File: src/rtl/alu_arbiter_if.sv
// Request/response channels of the shared-ALU arbiter and its ALU-side bus.
// The slave modport is the arbiter's view; master is the clients'/ALU's view.
interface alu_arbiter_if #(
    parameter int unsigned DATA_W = 32
);
    logic              req0_valid;
    logic              req0_ready;
    logic [1:0]        req0_op;
    logic [DATA_W-1:0] req0_a;
    logic [DATA_W-1:0] req0_b;
    logic              req1_valid;
    logic              req1_ready;
    logic [1:0]        req1_op;
    logic [DATA_W-1:0] req1_a;
    logic [DATA_W-1:0] req1_b;

    logic              rsp0_valid;
    logic              rsp0_ready;
    logic [DATA_W-1:0] rsp0_result;
    logic              rsp0_zero;
    logic              rsp1_valid;
    logic              rsp1_ready;
    logic [DATA_W-1:0] rsp1_result;
    logic              rsp1_zero;

    logic [DATA_W-1:0] alu_data1;
    logic [DATA_W-1:0] alu_data2;
    logic [1:0]        alu_op;
    logic [DATA_W-1:0] alu_result;
    logic              alu_zero;
    logic              busy;

    modport slave (
        input  req0_valid, req0_op, req0_a, req0_b,
        input  req1_valid, req1_op, req1_a, req1_b,
        input  rsp0_ready, rsp1_ready, alu_result, alu_zero,
        output req0_ready, req1_ready,
        output rsp0_valid, rsp0_result, rsp0_zero,
        output rsp1_valid, rsp1_result, rsp1_zero,
        output alu_data1, alu_data2, alu_op, busy
    );

    modport master (
        output req0_valid, req0_op, req0_a, req0_b,
        output req1_valid, req1_op, req1_a, req1_b,
        output rsp0_ready, rsp1_ready, alu_result, alu_zero,
        input  req0_ready, req1_ready,
        input  rsp0_valid, rsp0_result, rsp0_zero,
        input  rsp1_valid, rsp1_result, rsp1_zero,
        input  alu_data1, alu_data2, alu_op, busy
    );
endinterface

File: src/rtl/alu_arbiter.sv
// Round-robin sharing of one combinational ALU between two valid/ready requesters,
// with a registered exec stage and one response slot per requester (2-cycle latency).
module alu_arbiter #(
    parameter int unsigned DATA_W = 32
) (
    input  logic          clk,
    input  logic          rst,
    alu_arbiter_if.slave  bus
);
    localparam int unsigned OP_W  = 2;
    localparam int unsigned N_REQ = 2;

    logic                 exec_valid;
    logic                 exec_id;
    logic                 last_grant;
    logic [DATA_W-1:0]    data1_q;
    logic [DATA_W-1:0]    data2_q;
    logic [OP_W-1:0]      op_q;
    logic [N_REQ-1:0]     rsp_valid_q;
    logic [N_REQ-1:0]     rsp_zero_q;
    logic [DATA_W-1:0]    rsp_result_q [N_REQ];

    logic [N_REQ-1:0]     req_valid;
    logic [N_REQ-1:0]     rsp_ready;
    logic [DATA_W-1:0]    req_a  [N_REQ];
    logic [DATA_W-1:0]    req_b  [N_REQ];
    logic [OP_W-1:0]      req_op [N_REQ];
    logic [N_REQ-1:0]     eligible;
    logic [N_REQ-1:0]     cand;
    logic [N_REQ-1:0]     grant;

    assign req_valid = {bus.req1_valid, bus.req0_valid};
    assign rsp_ready = {bus.rsp1_ready, bus.rsp0_ready};
    assign req_a[0]  = bus.req0_a;
    assign req_a[1]  = bus.req1_a;
    assign req_b[0]  = bus.req0_b;
    assign req_b[1]  = bus.req1_b;
    assign req_op[0] = bus.req0_op;
    assign req_op[1] = bus.req1_op;

    // A requester is eligible when it has nothing in flight and its slot can take a result.
    always_comb begin
        eligible = '0;
        cand     = '0;
        grant    = '0;
        for (int i = 0; i < N_REQ; i++) begin
            eligible[i] = !(exec_valid && (exec_id == 1'(i))) &&
                          (!rsp_valid_q[i] || rsp_ready[i]);
        end
        cand     = req_valid & eligible;
        grant[0] = cand[0] && (!cand[1] || last_grant);
        grant[1] = cand[1] && (!cand[0] || !last_grant);
    end

    always_ff @(posedge clk or posedge rst) begin
        if (rst) begin
            exec_valid  <= 1'b0;
            exec_id     <= 1'b0;
            last_grant  <= 1'b1;
            data1_q     <= '0;
            data2_q     <= '0;
            op_q        <= '0;
            rsp_valid_q <= '0;
            rsp_zero_q  <= '0;
            for (int i = 0; i < N_REQ; i++) begin
                rsp_result_q[i] <= '0;
            end
        end else begin
            exec_valid <= |grant;
            if (grant[0]) begin
                data1_q    <= req_a[0];
                data2_q    <= req_b[0];
                op_q       <= req_op[0];
                exec_id    <= 1'b0;
                last_grant <= 1'b0;
            end else if (grant[1]) begin
                data1_q    <= req_a[1];
                data2_q    <= req_b[1];
                op_q       <= req_op[1];
                exec_id    <= 1'b1;
                last_grant <= 1'b1;
            end
            // Refill takes priority over a pop of the same slot.
            for (int i = 0; i < N_REQ; i++) begin
                if (exec_valid && (exec_id == 1'(i))) begin
                    rsp_valid_q[i]  <= 1'b1;
                    rsp_result_q[i] <= bus.alu_result;
                    rsp_zero_q[i]   <= bus.alu_zero;
                end else if (rsp_valid_q[i] && rsp_ready[i]) begin
                    rsp_valid_q[i]  <= 1'b0;
                end
            end
        end
    end

    assign bus.req0_ready  = grant[0];
    assign bus.req1_ready  = grant[1];
    assign bus.rsp0_valid  = rsp_valid_q[0];
    assign bus.rsp0_result = rsp_result_q[0];
    assign bus.rsp0_zero   = rsp_zero_q[0];
    assign bus.rsp1_valid  = rsp_valid_q[1];
    assign bus.rsp1_result = rsp_result_q[1];
    assign bus.rsp1_zero   = rsp_zero_q[1];
    assign bus.alu_data1   = data1_q;
    assign bus.alu_data2   = data2_q;
    assign bus.alu_op      = op_q;
    assign bus.busy        = exec_valid;
endmodule
File: src/flat_wrapper.sv
// flat-port wrapper written by rule: the top's interface ports become plain ports
module alu_arbiter_flat 
#(
    parameter int unsigned DATA_W = 32
)
  (clk, rst, bus_req0_valid, bus_req0_op, bus_req0_a, bus_req0_b, bus_req1_valid, bus_req1_op, bus_req1_a, bus_req1_b, bus_rsp0_ready, bus_rsp1_ready, bus_alu_result, bus_alu_zero, bus_req0_ready, bus_req1_ready, bus_rsp0_valid, bus_rsp0_result, bus_rsp0_zero, bus_rsp1_valid, bus_rsp1_result, bus_rsp1_zero, bus_alu_data1, bus_alu_data2, bus_alu_op, bus_busy);
  alu_arbiter_if #(.DATA_W(DATA_W)) bus_i ();
  input  logic clk;
  input  logic rst;
  input wire logic [$bits(bus_i.req0_valid)-1:0] bus_req0_valid;
  input wire logic [$bits(bus_i.req0_op)-1:0] bus_req0_op;
  input wire logic [$bits(bus_i.req0_a)-1:0] bus_req0_a;
  input wire logic [$bits(bus_i.req0_b)-1:0] bus_req0_b;
  input wire logic [$bits(bus_i.req1_valid)-1:0] bus_req1_valid;
  input wire logic [$bits(bus_i.req1_op)-1:0] bus_req1_op;
  input wire logic [$bits(bus_i.req1_a)-1:0] bus_req1_a;
  input wire logic [$bits(bus_i.req1_b)-1:0] bus_req1_b;
  input wire logic [$bits(bus_i.rsp0_ready)-1:0] bus_rsp0_ready;
  input wire logic [$bits(bus_i.rsp1_ready)-1:0] bus_rsp1_ready;
  input wire logic [$bits(bus_i.alu_result)-1:0] bus_alu_result;
  input wire logic [$bits(bus_i.alu_zero)-1:0] bus_alu_zero;
  output wire logic [$bits(bus_i.req0_ready)-1:0] bus_req0_ready;
  output wire logic [$bits(bus_i.req1_ready)-1:0] bus_req1_ready;
  output wire logic [$bits(bus_i.rsp0_valid)-1:0] bus_rsp0_valid;
  output wire logic [$bits(bus_i.rsp0_result)-1:0] bus_rsp0_result;
  output wire logic [$bits(bus_i.rsp0_zero)-1:0] bus_rsp0_zero;
  output wire logic [$bits(bus_i.rsp1_valid)-1:0] bus_rsp1_valid;
  output wire logic [$bits(bus_i.rsp1_result)-1:0] bus_rsp1_result;
  output wire logic [$bits(bus_i.rsp1_zero)-1:0] bus_rsp1_zero;
  output wire logic [$bits(bus_i.alu_data1)-1:0] bus_alu_data1;
  output wire logic [$bits(bus_i.alu_data2)-1:0] bus_alu_data2;
  output wire logic [$bits(bus_i.alu_op)-1:0] bus_alu_op;
  output wire logic [$bits(bus_i.busy)-1:0] bus_busy;
  assign bus_i.req0_valid = bus_req0_valid;
  assign bus_i.req0_op = bus_req0_op;
  assign bus_i.req0_a = bus_req0_a;
  assign bus_i.req0_b = bus_req0_b;
  assign bus_i.req1_valid = bus_req1_valid;
  assign bus_i.req1_op = bus_req1_op;
  assign bus_i.req1_a = bus_req1_a;
  assign bus_i.req1_b = bus_req1_b;
  assign bus_i.rsp0_ready = bus_rsp0_ready;
  assign bus_i.rsp1_ready = bus_rsp1_ready;
  assign bus_i.alu_result = bus_alu_result;
  assign bus_i.alu_zero = bus_alu_zero;
  assign bus_req0_ready = bus_i.req0_ready;
  assign bus_req1_ready = bus_i.req1_ready;
  assign bus_rsp0_valid = bus_i.rsp0_valid;
  assign bus_rsp0_result = bus_i.rsp0_result;
  assign bus_rsp0_zero = bus_i.rsp0_zero;
  assign bus_rsp1_valid = bus_i.rsp1_valid;
  assign bus_rsp1_result = bus_i.rsp1_result;
  assign bus_rsp1_zero = bus_i.rsp1_zero;
  assign bus_alu_data1 = bus_i.alu_data1;
  assign bus_alu_data2 = bus_i.alu_data2;
  assign bus_alu_op = bus_i.alu_op;
  assign bus_busy = bus_i.busy;
  alu_arbiter #(.DATA_W(DATA_W)) u_core (.clk(clk), .rst(rst), .bus(bus_i));
endmodule
File: config.mk
export PLATFORM = sky130hd
export DESIGN_NAME = alu_arbiter_flat
export DESIGN_NICKNAME = d
export VERILOG_FILES = /design/src/rtl/alu_arbiter_if.sv /design/src/rtl/alu_arbiter.sv /design/src/flat_wrapper.sv
export SDC_FILE = /design/constraint.sdc
export NUM_CORES = 1
export LEC_CHECK = 0
export CORE_MARGIN = 2
export CORE_UTILIZATION = 39
export CTS_BUF_LIST = sky130_fd_sc_hd__clkbuf_4 sky130_fd_sc_hd__clkbuf_8 sky130_fd_sc_hd__clkbuf_16
export DETAILED_ROUTE_END_ITERATION = 10
export PLACE_DENSITY_LB_ADDON = 0.1
export SLEW_MARGIN = 15
export SYNTH_ARGS = -nofsm -noshare
export SYNTH_HDL_FRONTEND = slang
export SYNTH_SLANG_ARGS = --single-unit
File: constraint.sdc
create_clock -name clk -period 5 [get_ports clk]
set_input_delay 1 -clock clk [delete_from_list [all_inputs] [get_ports clk]]
set_output_delay 1 -clock clk [all_outputs]
set_load 0.05 [all_outputs]
==> qor.csv, run 1 <==
metric,value,unit
#FFs+latches synth,137,
worst-margin pin slew,0.818,ns
CP Buf/Inv Count,2,
Die Y,125,um
crit path kind,in2out,
Yosys top cell area share,59.4,%
wire length per cell,18.7,um
register area share after synthesis,59.9,%
Yosys warnings,0,
worst min-delay path class,reg2reg,
antenna violations before repair,0,
hold_buf cts,0,
RSZ-0062 raised after global routing,false,
Period minus WS final,3.78,ns
status,"complete, no violations",
most frequent CP cell,clkdlybuf4s50_1,
Port Buffer Count,307,
Initial DRT Pass Iterations,4,
"Cell Chain, Critical Path",clkdlybuf4s50_1 -> nand2b_1 -> and3_2 -> and2_1 -> clkdlybuf4s50_1,
final hold violation count,0,
Slew Limit Headroom,45.4,%
peak supply drop,377,uV
layout cells sized above 1,15.1,%
post-route total power,0.00785,W
post-CTS sizing,0,
Area Growth Syn to Fin,66.4,%
clock-pin slew on the worst setup and hold paths,0.05,ns
CTS buffer count,17,
crit path DAT,2.78,ns
clock sink count,137,
final setup vio count,0,
Synth cell types,24,
Antenna Nets Post-Route,0,
syn_nets,631,
"non-filler cells, final",950,
clock skew,0.00595,ns
final wirelength,17.7,mm
CP required,4.00,ns
max cap viols,0,
Synth Instances,460,
clock latency on the worst-skew pair,0.41,ns
Post-CTS Setup Bufs,0,
fmax,265,MHz
GP Congestion,0.803,
first-pass GRT wire length,27.6,mm
CP Capture Type,primary output,
setup_tns,0,ns
Std-Cell Rows,44,
Top-Level Pins,308,
DIE AREA,0.0157,sq mm
dominant cells by area after synthesis,"dfrtp_1, nand3b_1, o221a_2",
H-tree levels,4,
syn avg cell area,12.5,sq um
CP max-delay cell,clkdlybuf4s50_1,
CP startpoint kind,input pin,
Die W,125,um
crit-path max FO,3,
Antenna Cells,0,
final setup margin,1.22,ns
CTS max path bufs,2,
max-slew violations,0,
filler cell count,1128,
CTS tree,done,
nets@finish,924,
Inst Count DP,918,
vias,4901,
initial DRC count,262,
CP peak stage delay,0.83,ns
largest net degree at the start of global routing,120,
"CP delay by family, top",buffers and inverters,
Overall Global Routing Usage,22.5,%
cell taking the most area after synthesis,dfrtp_1,
PwrDens,824,mW/mm^2
fin crit share,75.6,%
hpwl dp,12.4,mm
Core Area,0.0144,sq mm
"worst slack, placed",1.22,ns
clock root buffer,clkbuf_16,
GRT Residual Overflow,0,
vias in the first global route,5130,
LEAKAGE,3.89,nW
Fin Hold WS,0.473,ns
DRC viols,0,
Starting Density,39.7,%
vias per cell,5.16,
Mapped Area,0.00573,sq mm
[sequential cells by signal, indices dropped and copies added, names as in the netlist]
name,cells
u_core.bus.alu_data1,32
u_core.bus.alu_data2,32
u_core.bus.rsp0_result,32
u_core.bus.rsp1_result,32
u_core.bus.alu_op,2
u_core.rsp_valid_q,2
u_core.rsp_zero_q,2
u_core.bus.busy,1
u_core.exec_id,1
u_core.last_grant,1
[worst reg2reg max path: stages, from the launching register on]
cell      delay, ns
dfrtp_1        0.37
nand2b_1       0.12
and3_2         0.21
buf_4          0.58
a21o_4         0.67
o221a_2        0.34
[where the power goes]
group | switching [W] | internal (W) | total (W) | leakage (nW)
Combinational | 0.00293 | 0.00162 | 0.00455 | 2.01
Clock | 0.000462 | 0.000841 | 0.00130 | 0.300
Sequential | 0.000324 | 0.00167 | 0.00200 | 1.57
Total | 0.00371 | 0.00413 | 0.00785 | 3.89
[per-layer routing]
metal / GRT usage [%] / share of wire [%] / routed length [um]
met3: 7.19 / 7.4 / 1300
met1: 26.8 / 39 / 6950
met4: 11.0 / 3.9 / 698
met2: 37.1 / 50 / 8780
met5: 0 / 0 / 0
[kinds of logic after synthesis]
group,share of synthesized area (%)
simple gates,16.4
flops,59.9
compound gates,13.7
buf+inv,3.54
mux,6.49
[metrics by stage]
stage / utilization [%] / area, sq um
floorplan: - / 5730
finish: 66.1 / 9530
global placement: 61.8 / 8910
global route: 66.1 / 9530
detailed placement: 61.8 / 8910
CTS: 66.0 / 9530
[layout by cell type (no fill, tap or decap), types with 2 or more instances in the layout]
| master | count |
|---|---|
| clkdlybuf4s50_1 | 307 |
| clkbuf_4 | 2 |
| bufinv_16 | 4 |
| buf_4 | 7 |
| clkinv_2 | 5 |
| inv_1 | 2 |
| dfrtp_1 | 136 |
| mux2_2 | 33 |
| nand2_1 | 101 |
| nand2b_1 | 3 |
| o221a_1 | 30 |
| clkbuf_16 | 17 |
| o221a_2 | 36 |
| clkinvlp_4 | 3 |
| nand3b_1 | 66 |
[synthesized netlist by cell type]
library cell and count:
mux2_2 33, inv_1 3, a21o_1 1, nand2b_1 3
clkbuf_1 21, buf_2 9, o21a_1 1, buf_1 6
buf_6 4, nor2b_1 1, nand2_1 101, nand4_1 1
o221a_1 30, o221a_2 36, o211ai_2 1, and2_1 1
nand2_2 1, nand3b_1 66, and2_4 1, nand3_1 1
dfrtp_1 136, and3_1 1, a21o_4 1, dfstp_2 1
[final timing paths]
path,from,end,slack (ns),cells past startpoint
setup / recovery,bus_rsp1_ready,bus_req1_ready,1.22,5
hold / removal,u_core.bus.rsp0_result[28],u_core.bus.rsp0_result[28],0.47,2
setup reg to reg,u_core.rsp_valid_q[1],u_core.bus.alu_data1[21],2.65,5
hold reg to reg,u_core.bus.rsp0_result[28],u_core.bus.rsp0_result[28],0.47,2
max in group asynchronous,rst,u_core.bus.alu_data1[26],3.02,3
min in group asynchronous,rst,u_core.bus.rsp0_result[25],1.16,2
[cell type report]
type                            count  area (sq um)  share of cell area [%]
Tap cell                          184           230                    2.42
Multi-Input combinational cell    280          2110                    22.1
Sequential cell                   137          3430                    36.0
Timing Repair Buffer              314          3130                    32.8
Inverter                            3          18.8                   0.197
Clock inverter                     13           176                    1.85
Clock buffer                       19           440                    4.62
No activity file was read; power rests on OpenSTA's default activity.
==> inputs of run 2 (changes only) <==
- clock period: 5 -> 3.7 ns (I/O delays scaled with it)
==> run 2 against run 1 <==
  * Utilization grew 0.37 points
  * Clock skew rose by 0.0036 ns
  * Sequential share of layout area down 0.20 points
  * Final cell count up 0.32%
  * Sequential power increased by 35%
  * Total power is 36% higher
  * Non-clock buffer count grew 3
  * Critical endpoint unchanged
==> qor.csv, run 2 (synthesized netlist as in run 1, its figures left out) <==
metric,value,unit
flip-flop and latch area,0.00343,sq mm
CTS tree,done,
worst min-delay path class,reg2reg,
reg-to-reg startpoint,u_core.exec_id,
CP Capture Type,primary output,
Antenna Cells,0,
initial DRC count,324,
clock root buffer,clkbuf_16,
clock latency on the worst-skew pair,0.41,ns
nets@finish,927,
Core Area,0.0144,sq mm
CTS buffer count,17,
fmax,364,MHz
R2R cell count,5,
layout cells sized above 1,15.7,%
fin crit share,74.3,%
Die Y,125,um
Inst Count DP,921,
final setup margin,0.951,ns
Period minus WS final,2.75,ns
setup_tns,0,ns
vias,4905,
clock-pin slew on the worst setup and hold paths,0.06,ns
wire length per cell,18.7,um
hold_buf cts,0,
worst-margin pin slew,0.736,ns
vias in the first global route,5209,
Std-Cell Rows,44,
PwrDens,1110,mW/mm^2
H-tree levels,4,
CP required,2.96,ns
crit-path max FO,4,
worst reg2reg endpoint,u_core.bus.alu_data2[23],
Antenna Nets Post-Route,0,
max cap viols,0,
first-pass GRT wire length,27.6,mm
crit path kind,in2out,
largest net degree at the start of global routing,71,
status,"complete, no violations",
Starting Density,39.7,%
post-route total power,0.0107,W
post-CTS sizing,0,
peak supply drop,512,uV
LEAKAGE,3.92,nW
Top-Level Pins,308,
final hold violation count,0,
filler cell count,1108,
Die W,125,um
vias per cell,5.15,
CTS max path bufs,2,
"non-filler cells, final",953,
Port Buffer Count,307,
RSZ-0062 raised after global routing,false,
crit path to,bus_req1_ready,
"most common cell after layout, fill and taps aside",clkdlybuf4s50_1,
Post-CTS Setup Bufs,0,
DIE AREA,0.0157,sq mm
DRC viols,0,
max-slew violations,0,
Area Growth Syn to Fin,67.3,%
hpwl dp,12.6,mm
final setup vio count,0,
CP startpoint kind,input pin,
clock sink count,137,
"worst slack, placed",0.946,ns
FF-to-FF setup slack,1.49,ns
GRT Residual Overflow,0,
Initial DRT Pass Iterations,4,
most frequent cells in the layout,"clkdlybuf4s50_1, dfrtp_1, nand2_1",
Worst Setup SP,bus_rsp1_ready,
clock skew,0.00958,ns
GP Congestion,0.780,
antenna violations before repair,0,
combined area of the multi-input logic cells,0.00211,sq mm
final wirelength,17.8,mm
Overall Global Routing Usage,22.5,%
crit path DAT,2.01,ns
Slew Limit Headroom,51.0,%
run 2: cell types whose count changed in the layout (fill, tap and decap cells not counted), sizes merged:
cell	delta
buf	+5
bufinv	-1
clkbuf	+7
clkdlybuf4s50	-2
clkinv	-3
clkinvlp	-1
inv	-2
run 2: worst min path at each step:
stage | startpoint | end | slack (ns) | cells past startpoint
detailed placement | u_core.bus.rsp0_result[6] | u_core.bus.rsp0_result[6] | 0.46 | 2
CTS | u_core.bus.rsp0_result[6] | u_core.bus.rsp0_result[6] | 0.48 | 2
floorplan | u_core.exec_id | u_core.exec_id | 0.51 | 1
global route | u_core.bus.rsp0_result[21] | u_core.bus.rsp0_result[21] | 0.50 | 2
finish | u_core.bus.rsp0_result[6] | u_core.bus.rsp0_result[6] | 0.47 | 2
global placement | u_core.bus.rsp0_result[27] | u_core.bus.rsp0_result[27] | 0.46 | 2
run 2: per-stage QoR:
step / util, % / hold slack [ns] / area (sq um)
after CTS: 66.4 / 0.479 / 9580
after global routing: 66.4 / 0.495 / 9580
after detailed placement: 62.0 / 0.464 / 8940
after floorplan: - / 0.506 / 5730
after global placement: 62.0 / 0.457 / 8940
final: 66.4 / 0.474 / 9580
run 2: power breakdown:
group	leakage, nW	total (W)	switching [W]	internal, W
registers	1.57	0.00269	0.000434	0.00226
clock network	0.319	0.00181	0.000606	0.00120
logic	2.03	0.00616	0.00396	0.00219
total	3.92	0.0107	0.00500	0.00565
run 2: critical path, stage by stage:
cell and delay, ns:
clkdlybuf4s50_1 0.47, nand2b_1 0.18, and3_2 0.25, and2_1 0.16, buf_4 0.21
run 2: cell type report:
class / count / area share (%)
Clock inverter: 6 / 1.12
Timing Repair Buffer: 317 / 32.9
Clock buffer: 26 / 5.60
Sequential cell: 137 / 35.8
Inverter: 3 / 0.157
Multi-Input combinational cell: 280 / 22.0
Tap cell: 184 / 2.40
run 2: routing by layer:
| metal | up-vias | track usage [%] | share of wire [%] |
|---|---|---|---|
| li1 | 2255 | - | - |
| met1 | 2378 | 25.8 | 39 |
| met2 | 228 | 37.8 | 49 |
| met3 | 44 | 7.79 | 7.6 |
| met4 | 0 | 10.6 | 3.7 |
| met5 | - | 0 | 0 |
